$ cat config.mk
export PLATFORM = sky130hd
export DESIGN_NAME = shot_scheduler
export DESIGN_NICKNAME = d
export VERILOG_FILES = /design/src/rtl/shot_pkg.sv /design/src/rtl/shot_slot_tracker.sv /design/src/rtl/shot_scheduler.sv
export SDC_FILE = /design/constraint.sdc
export NUM_CORES = 1
export LEC_CHECK = 0
export BUFFER_PORTS_ARGS = -buffer_cell sky130_fd_sc_hd__buf_2
export CAP_MARGIN = 20
export CORE_MARGIN = 2
export CORE_UTILIZATION = 64
export CTS_CLUSTER_DIAMETER = 80
export DETAILED_ROUTE_END_ITERATION = 6
export GPL_TIMING_DRIVEN = 0
export PLACE_DENSITY = 0.82
export SYNTH_ARGS = -nofsm -noshare
export SYNTH_HDL_FRONTEND = slang
export SYNTH_SLANG_ARGS = --single-unit
$ cat constraint.sdc
create_clock -name clk -period 4.85 [get_ports clk]
set_input_delay 0.2425 -clock clk [delete_from_list [all_inputs] [get_ports clk]]
set_output_delay 0.2425 -clock clk [all_outputs]
set_load 0.01 [all_outputs]
$ cat src/rtl/shot_pkg.sv
// shot_pkg: types and constants shared by the shot scheduler and the shot datapaths
package shot_pkg;
    typedef enum logic [1:0] {IDLE, LAUNCH, WAIT_ACK, COOLDOWN} state_t;
    localparam int DEF_NUM_SLOTS = 4;
    typedef logic [$clog2(DEF_NUM_SLOTS)-1:0] slot_idx_t;
    localparam int FIXED_POINT_MULTIPLIER = 64;
endpackage

$ cat src/rtl/shot_slot_tracker.sv
// shot_slot_tracker: per-slot busy flag and lifetime counter, raising kill on expiry or ack timeout
module shot_slot_tracker #(
    parameter int MAX_LIFE_FRAMES = 90
) (
    input  logic clk,
    input  logic resetN,
    input  logic start,
    input  logic frame,
    input  logic collision,
    input  logic ack_kill,
    output logic busy,
    output logic kill
);
    localparam int LW = $clog2(MAX_LIFE_FRAMES + 1);
    logic [LW-1:0] life;
    logic expire;
    assign expire = frame && life == LW'(MAX_LIFE_FRAMES - 1);
    // a collision retires the slot quietly, even when it coincides with expiry
    assign kill = busy && !collision && (expire || ack_kill);
    always_ff @(posedge clk or negedge resetN) begin
        if (!resetN) begin
            busy <= 1'b0;
            life <= '0;
        end else if (start) begin
            busy <= 1'b1;
            life <= '0;
        end else if (busy) begin
            busy <= !(collision || kill);
            if (frame) life <= life + 1'b1;
        end
    end
endmodule

$ cat src/rtl/shot_scheduler.sv
// shot_scheduler: turns fire presses into round-robin slot launches with ammo, cooldown and retirement
module shot_scheduler
    import shot_pkg::*;
#(
    parameter int NUM_SLOTS       = DEF_NUM_SLOTS,
    parameter int MAX_AMMO        = 10,
    parameter int COOLDOWN_FRAMES = 8,
    parameter int MAX_LIFE_FRAMES = 90,
    parameter int ACK_TIMEOUT     = 16
) (
    input  logic                             clk,
    input  logic                             resetN,
    input  logic                             startOfFrame,
    input  logic                             fireReq,
    input  logic                             reloadReq,
    input  logic [NUM_SLOTS-1:0]             slotEnable,
    input  logic [NUM_SLOTS-1:0]             slotCollision,
    output logic [NUM_SLOTS-1:0]             slotStart,
    output logic [NUM_SLOTS-1:0]             slotKill,
    output logic [NUM_SLOTS-1:0]             slotBusy,
    output logic [$clog2(MAX_AMMO+1)-1:0]    ammoCount,
    output logic                             cooldownBusy,
    output logic                             shotFired,
    output logic                             ackError
);
    localparam int SW = $clog2(NUM_SLOTS);
    localparam int AW = $clog2(MAX_AMMO + 1);
    localparam int KW = $clog2(ACK_TIMEOUT + 1);
    localparam int CW = $clog2(COOLDOWN_FRAMES + 1);
    localparam logic [AW-1:0] AMMO_FULL = AW'(MAX_AMMO);
    state_t state, next_state;
    logic fire_d, fire_edge, launched, no_free, timeout, en_sel, col_sel, ack_last;
    logic [SW-1:0] sel, rr_ptr, pick;
    logic [NUM_SLOTS-1:0] busy, rot, sel_oh, ack_kill;
    logic [KW-1:0] ack_cnt;
    logic [CW-1:0] cd_cnt;
    int first;
    assign slotBusy = busy;
    assign sel_oh = NUM_SLOTS'(1) << sel;
    assign en_sel = |(slotEnable & sel_oh);
    assign col_sel = |(slotCollision & sel_oh);
    assign ack_last = ack_cnt == KW'(ACK_TIMEOUT - 1);
    // rotate so bit 0 is the first candidate; the first search after reset starts at slot 0
    always_comb begin
        first = launched ? int'(rr_ptr) + 1 : 0;
        rot = NUM_SLOTS'({busy, busy} >> first);
        pick = '0;
        no_free = 1'b1;
        for (int k = NUM_SLOTS - 1; k >= 0; k--)
            if (!rot[k]) begin
                pick = SW'((first + k) % NUM_SLOTS);
                no_free = 1'b0;
            end
    end
    always_ff @(posedge clk or negedge resetN) begin
        if (!resetN) state <= IDLE;
        else state <= next_state;
    end
    always_comb begin
        next_state = state;
        case (state)
            IDLE:     if (fire_edge && ammoCount != '0 && !no_free) next_state = LAUNCH;
            LAUNCH:   next_state = WAIT_ACK;
            WAIT_ACK: if (en_sel || col_sel || ack_last) next_state = COOLDOWN;
            COOLDOWN: if (startOfFrame && cd_cnt == CW'(COOLDOWN_FRAMES - 1)) next_state = IDLE;
            default:  next_state = IDLE;
        endcase
    end
    always_comb begin
        timeout = state == WAIT_ACK && !en_sel && !col_sel && ack_last;
        slotStart = state == LAUNCH ? sel_oh : '0;
        shotFired = state == LAUNCH;
        ackError = timeout;
        ack_kill = timeout ? sel_oh : '0;
        cooldownBusy = state != IDLE;
    end
    always_ff @(posedge clk or negedge resetN) begin
        if (!resetN) begin
            fire_d <= 1'b0;
            fire_edge <= 1'b0;
            launched <= 1'b0;
            sel <= '0;
            rr_ptr <= '0;
            ammoCount <= AMMO_FULL;
            ack_cnt <= '0;
            cd_cnt <= '0;
        end else begin
            fire_d <= fireReq;
            fire_edge <= fireReq && !fire_d;
            if (state == IDLE) sel <= pick;
            if (state == LAUNCH) begin
                rr_ptr <= sel;
                launched <= 1'b1;
            end
            ammoCount <= reloadReq ? AMMO_FULL : state == LAUNCH ? ammoCount - 1'b1 : ammoCount;
            ack_cnt <= state == WAIT_ACK ? ack_cnt + 1'b1 : '0;
            cd_cnt <= state != COOLDOWN ? '0 : startOfFrame ? cd_cnt + 1'b1 : cd_cnt;
        end
    end
    for (genvar g = 0; g < NUM_SLOTS; g++) begin : g_slot
        shot_slot_tracker #(.MAX_LIFE_FRAMES(MAX_LIFE_FRAMES)) u_trk (
            .clk(clk),
            .resetN(resetN),
            .start(slotStart[g]),
            .frame(startOfFrame),
            .collision(slotCollision[g]),
            .ack_kill(ack_kill[g]),
            .busy(busy[g]),
            .kill(slotKill[g])
        );
    end
endmodule

Word level (Yosys, flattened, before mapping):

Cells that the tools add are included.

* $add $sub $neg: 11
* eq/ne operators: 13
* shifts and indexed selects: 2
* multiplexer cells: 40
* bitwise operators: 2
* reductions and logical operators: 61

Operators by type and width (number)
* 2-to-1 mux 7 bit: 12
* adder 7 x 1 -> 7 bit, second input constant: 4
* == test 7 bit, second input constant: 4
* 2-to-1 mux 4 bit: 6
* nonzero test 2 bit: 11
* logical AND 1 bit: 19
* 2-to-1 mux 2 bit: 7
* logical NOT 1 bit: 12
* 2-to-1 mux 1 bit: 12
* logical OR 1 bit: 10
* AND 4 bit: 2
* inequality test 2 bit, second input constant: 4
* case mux 2 bit (4 select lines): 1
* AND reduction 2 bit: 4
* OR reduction 4 bit: 2
* >> shifter 8 x 3 -> 4 bit: 1
* adder 5 x 1 -> 5 bit, second input constant: 1
* == test 5 x 4 -> 1 bit, second input constant: 1
* 2-to-1 mux 5 bit: 1
* adder 2 bit, second input constant: 2
* adder 4 x 1 -> 4 bit, second input constant: 1
* == test 2 bit, second input constant: 2
* == test 4 x 3 -> 1 bit, second input constant: 1
* nonzero test 4 bit: 1
* 8 further kinds: 8

* register bits: 54
* input port bits: 13
* output and inout bits: 19
* logic and storage cells: 146

Longest topological paths before layout:

* word-level depth: 14
* gate-level depth with buffers: 7
* gate-level depth less buffers: 7

By module:

Synthesis repeated with hierarchy kept, for this count alone.

* cells, all modules: 347
* area, all modules: 3325.7 um^2

By module, submodules not included
* shot_slot_tracker: instances 4, cells each 44, area an instance 437.9 um^2
* shot_scheduler: instances 1, cells each 171, area an instance 1574.0 um^2

Worst setup path after synthesis:

OpenSTA, ideal clock, no wires.

* kind: register -> register
* start: register rr_ptr[1]
* end: register state[1]
* setup time: 0.128 ns
* data arrival time: 1.927 ns
* data required time: 4.722 ns
* slack: 2.795 ns
* cell stages (with the launch flop): 8
* path buffers: 1
* cells stage by stage: dfrtp_1 -> ha_1 -> buf_6 -> nand2_1 -> or4_1 -> a22oi_1 -> a31oi_1 -> mux2_1

* cells in the longest elaborated chain, start to end: 11

RTL lines
* from (decl): line shot_scheduler.sv:33 `logic [SW-1:0] sel, rr_ptr, pick;`
* from (signal assigned): line shot_scheduler.sv:92 `rr_ptr <= sel;`
* adder 2 x 1 -> 3 bit *: line shot_scheduler.sv:45 `first = launched ? int'(rr_ptr) + 1 : 0;`
* 2-to-1 mux 3 bit *: line shot_scheduler.sv:45
* >> shifter 8 x 3 -> 4 bit *: line shot_scheduler.sv:46 `rot = NUM_SLOTS'({busy, busy} >> first);`
* 2-to-1 mux 1 bit (3 in a row): line shot_scheduler.sv:50 `if (!rot[k]) begin`
* 2-to-1 mux 1 bit *: line shot_scheduler.sv:50
* logical NOT 1 bit *: line shot_scheduler.sv:62 `IDLE: if (fire_edge && ammoCount != '0 && !no_free) next_state = LAUNCH;`
* logical AND 1 bit *: line shot_scheduler.sv:62
* inequality test 2 bit (no line) *
* AND reduction 3 bit (no line) *
* to (signal assigned): line shot_scheduler.sv:57 `else state <= next_state;`
* to (decl): line shot_scheduler.sv:31 `state_t state, next_state;`

Mark *: on every way between the ends. The rest lies on a longest branch, timed or not.
A chain may end at the register's enable or synchronous reset.

Worst setup path in the final report:

* start: register state[1]
* end: output slotStart[1]

* cells in the longest elaborated chain, start to end: 2

RTL lines
* == test 2 x 1 -> 1 bit: line shot_scheduler.sv:71 `slotStart = state == LAUNCH ? sel_oh : '0;`
* 2-to-1 mux 4 bit: line shot_scheduler.sv:71
* to (decl): line shot_scheduler.sv:18 `output logic [NUM_SLOTS-1:0] slotStart,`

No other way between the ends.

==> load_flow_metrics.sql <==
INSERT INTO impl_metrics (metric_group, metric, value, unit) VALUES
('final_layout', 'fillerInstances', '359', ''),
('clocking', 'post_cts.resized_instances', '0', ''),
('routing', 'detailed_route_vias_per_instance', '5.600', ''),
('routing', 'antenna_violating_nets_post_route', '0', ''),
('routing', 'drt_iter0_drc', '130', ''),
('final_layout', 'area_growth_syn_to_layout', '11.01', '%'),
('timing', 'slew_headroom', '57.70', '%'),
('floorplan', 'die_h', '75.02', 'um'),
('logic_synthesis', 'synthFlopType', 'sky130_fd_sc_hd__dfrtp_1', ''),
('grt', 'initial_antenna_violation_count', '0', ''),
('status', 'status', 'complete, no violations', ''),
('routing', 'routed_wl', '6.477', 'mm'),
('clocking', 'clkSinkCount', '54', ''),
('logic_synthesis', 'synthDistinctLibCells', '55', ''),
('clocking', 'ctsLongestPathBuffers', '2', ''),
('logic_synthesis', 'synth-seq-cells', '54', ''),
('critical_path', 'timing_worst_setup_path_type', 'flop to primary output', ''),
('grt', 'global_route.overflow_total', '0', ''),
('logic_synthesis', 'synth_fp_nets', '370', ''),
('clocking', 'clkTransAtPathRegs', '100', 'ps'),
('logic_synthesis', 'syn_avg_cell_area', '9.494', 'sq um'),
('pwr', 'worst_ir_drop_vdd', '0.0003123', 'V'),
('timing', 'fmaxAchievable', '372.0', 'MHz'),
('grt', 'first_global_vias', '2395', ''),
('critical_path', 'timing.reg2reg.worst_path_depth', '7', ''),
('logic_synthesis', 'synth.most_common_cell', 'sky130_fd_sc_hd__dfrtp_1', ''),
('placement', 'finalWeightedCongestion', '0.9458', ''),
('timing', 'timing.setup.tns', '0', 'ps'),
('floorplan', 'fp.coreArea', '4786', 'sq um'),
('clocking', 'number_of_clock_buffers_inserted_by_tritoncts', '5', ''),
('placement', 'detailedPlacementHpwl', '4.824', 'mm'),
('final_layout', 'antenna_diodes', '0', ''),
('hold_path', 'hold_crit_depth', '1', ''),
('logic_synthesis', 'netlist_top_cells_count', 'sky130_fd_sc_hd__dfrtp_1, sky130_fd_sc_hd__nor2_1, sky130_fd_sc_hd__nand2_1, sky130_fd_sc_hd__inv_1, sky130_fd_sc_hd__xor2_1', ''),
('clocking', 'cts_max_level', '2', ''),
('floorplan', 'placementRows', '25', ''),
('timing', 'rsz_0062_raised_after_global_routing', 'no', ''),
('logic_synthesis', 'synth_edf_count', '0', ''),
('placement', 'port-buffer-count', '31', ''),
('logic_synthesis', 'yosysWarnings', '0', ''),
('routing', 'wl_per_cell', '14.46', 'um'),
('grt', 'global_route.usage.total', '25.39', '%'),
('timing', 'maxSlewViolCount', '0', ''),
('final_layout', 'layout-drive-gt1-share', '19.69', '%'),
('timing', 'timing.final.hold_violations', '0', ''),
('logic_synthesis', 'synth.top_cells.by_area', 'sky130_fd_sc_hd__dfrtp_1, sky130_fd_sc_hd__ha_1, sky130_fd_sc_hd__xor2_1, sky130_fd_sc_hd__nor2_1, sky130_fd_sc_hd__buf_4', ''),
('clocking', 'cts_hold_buf', '1', ''),
('critical_path', 'max_fo_critical_path', '10', ''),
('timing', 'post-route-period-util', '55.43', '%'),
('timing', 'setup_viol', '0', ''),
('clocking', 'worstSkewPairLatency', '300', 'ps'),
('critical_path', 'cp_data_arrival_time', '2450', 'ps'),
('final_layout', 'postLayoutCoreUtil', '74.88', '%'),
('logic_synthesis', 'syn-instance-count', '340', ''),
('logic_synthesis', 'synth_sequential_area_ratio', '41.94', '%'),
('pwr', 'power.density', '471.1', 'nW/um^2'),
('clocking', 'cts_post_setup_buffers_inserted', '0', ''),
('timing', 'period_minus_slack', '2688', 'ps'),
('timing', 'tightest_slew', '632.2', 'ps'),
('logic_synthesis', 'netlist.top_cell.by_area', 'sky130_fd_sc_hd__dfrtp_1', ''),
('floorplan', 'die-width', '75.02', 'um'),
('critical_path', 'critPathLaunchType', 'flop', ''),
('logic_synthesis', 'synth.cell_area', '3228', 'sq um'),
('routing', 'drt_drc_violations_left', '0', ''),
('floorplan', 'die_area', '5628', 'sq um'),
('logic_synthesis', 'fraction_of_synthesized_cell_area_taken_by_the_top_area_cell_type', '40.31', '%'),
('timing', 'timing.clock.skew', '8.470', 'ps'),
('clocking', 'clock_tree.root_cell', 'sky130_fd_sc_hd__clkbuf_8', ''),
('routing', 'detailedRoute.firstPassIterationCount', '4', ''),
('flow_run', 'cap_viol_max_count', '0', ''),
('clocking', 'cts_tree', 'built', '');
[routing by layer]
metal  track usage [%]  routed length, um  vias up  part of all wire, %
met4             9.921                108        0                  1.7
met1             34.60               2947     1225                   45
met2             40.16               3199       47                   49
met5                 0                  0        -                    0
met3             4.953                222        9                  3.4
li1                  -                  -     1228                    -
[metrics by stage]
step,hold WS (ps),worst slack [ps],std cells,instance area [sq um]
after floorplan,-53.09,2795,340,3228
after global placement,362.2,2564,438,3467
after detailed placement,228.9,2542,439,3487
after CTS,42.07,2199,448,3583
after global routing,30.65,2035,448,3583
final,46.89,2162,448,3583
[state kept, by name (all words and copies together) (netlist names)]
name,flops
ack_cnt,5
rr_ptr,2
fire_edge,1
launched,1
sel,2
state,2
cd_cnt,4
fire_d,1
ammoCount,4
g_slot.u_trk.busy,4
g_slot.u_trk.life,28
[critical path: stages, from the launching register on]
cell and delay [ps]:
sky130_fd_sc_hd__dfrtp_1 430, sky130_fd_sc_hd__inv_1 100, sky130_fd_sc_hd__ha_1 260, sky130_fd_sc_hd__clkbuf_1 410, sky130_fd_sc_hd__nand2_1 120, sky130_fd_sc_hd__nor2_1 510
sky130_fd_sc_hd__buf_4 210, sky130_fd_sc_hd__buf_2 120
[logic make-up after synthesis]
kind of cell / count (synthesis) / share of synthesized area, %
compound gates: 49 / 10.27
xor+xnor: 28 / 7.597
fa+ha+maj: 17 / 6.589
buf+inv: 48 / 7.946
flops: 54 / 41.94
mux: 8 / 2.674
simple gates: 136 / 22.98
[where the power goes]
group          switching, mW  total, mW  leakage (nW)  internal [mW]
clock                  0.145      0.247        0.0452          0.102
sequential             0.102      0.653         0.714          0.551
combinational          0.430      0.788         0.960          0.358
total                  0.676       1.69          1.72           1.01
[layout by cell type, fill, tap and decap left out, types with 3 or more instances in the layout]
master	count
sky130_fd_sc_hd__and3_1	7
sky130_fd_sc_hd__buf_4	13
sky130_fd_sc_hd__xor2_1	19
sky130_fd_sc_hd__o21ai_0	12
sky130_fd_sc_hd__a21oi_1	12
sky130_fd_sc_hd__nand3_1	3
sky130_fd_sc_hd__xnor2_1	9
sky130_fd_sc_hd__or3_1	5
sky130_fd_sc_hd__buf_6	3
sky130_fd_sc_hd__and2_1	10
sky130_fd_sc_hd__nand2b_1	6
sky130_fd_sc_hd__a211oi_1	5
sky130_fd_sc_hd__nor4_1	5
sky130_fd_sc_hd__nor2b_1	5
sky130_fd_sc_hd__nand2_1	24
sky130_fd_sc_hd__nor3b_1	4
sky130_fd_sc_hd__dfrtp_1	52
sky130_fd_sc_hd__nor2_1	37
sky130_fd_sc_hd__inv_1	21
sky130_fd_sc_hd__ha_1	17
sky130_fd_sc_hd__clkbuf_8	5
sky130_fd_sc_hd__mux2i_1	3
sky130_fd_sc_hd__mux2_2	4
sky130_fd_sc_hd__nand4_1	11
sky130_fd_sc_hd__nor4b_1	4
sky130_fd_sc_hd__a31o_2	3
sky130_fd_sc_hd__clkbuf_1	8
sky130_fd_sc_hd__buf_2	34
[area by class of cell]
type	count	area, sq um	area share [%]
well taps	67	83.83	2.339
clock buffers	6	72.57	2.025
multi-input cells	238	1618	45.15
plain buffers	27	177.7	4.958
clock inverters	2	13.76	0.3841
repair buffers	33	185.2	5.168
inverters	21	78.83	2.200
flip-flops and latches	54	1354	37.78
[final timing paths]
| check | slack [ps] | start | end |
|---|---|---|---|
| min | 50 | fireReq | fire_d |
| min reg2reg | 420 | fire_d | fire_edge |
| min in group asynchronous | 410 | resetN | g_slot[0].u_trk.life[6] |
| max | 2160 | state[1] | slotStart[1] |
| max in group asynchronous | 3820 | resetN | ammoCount[1] |
| max reg2reg | 2530 | rr_ptr[1] | state[1] |
(Power assumes the default switching activity.)
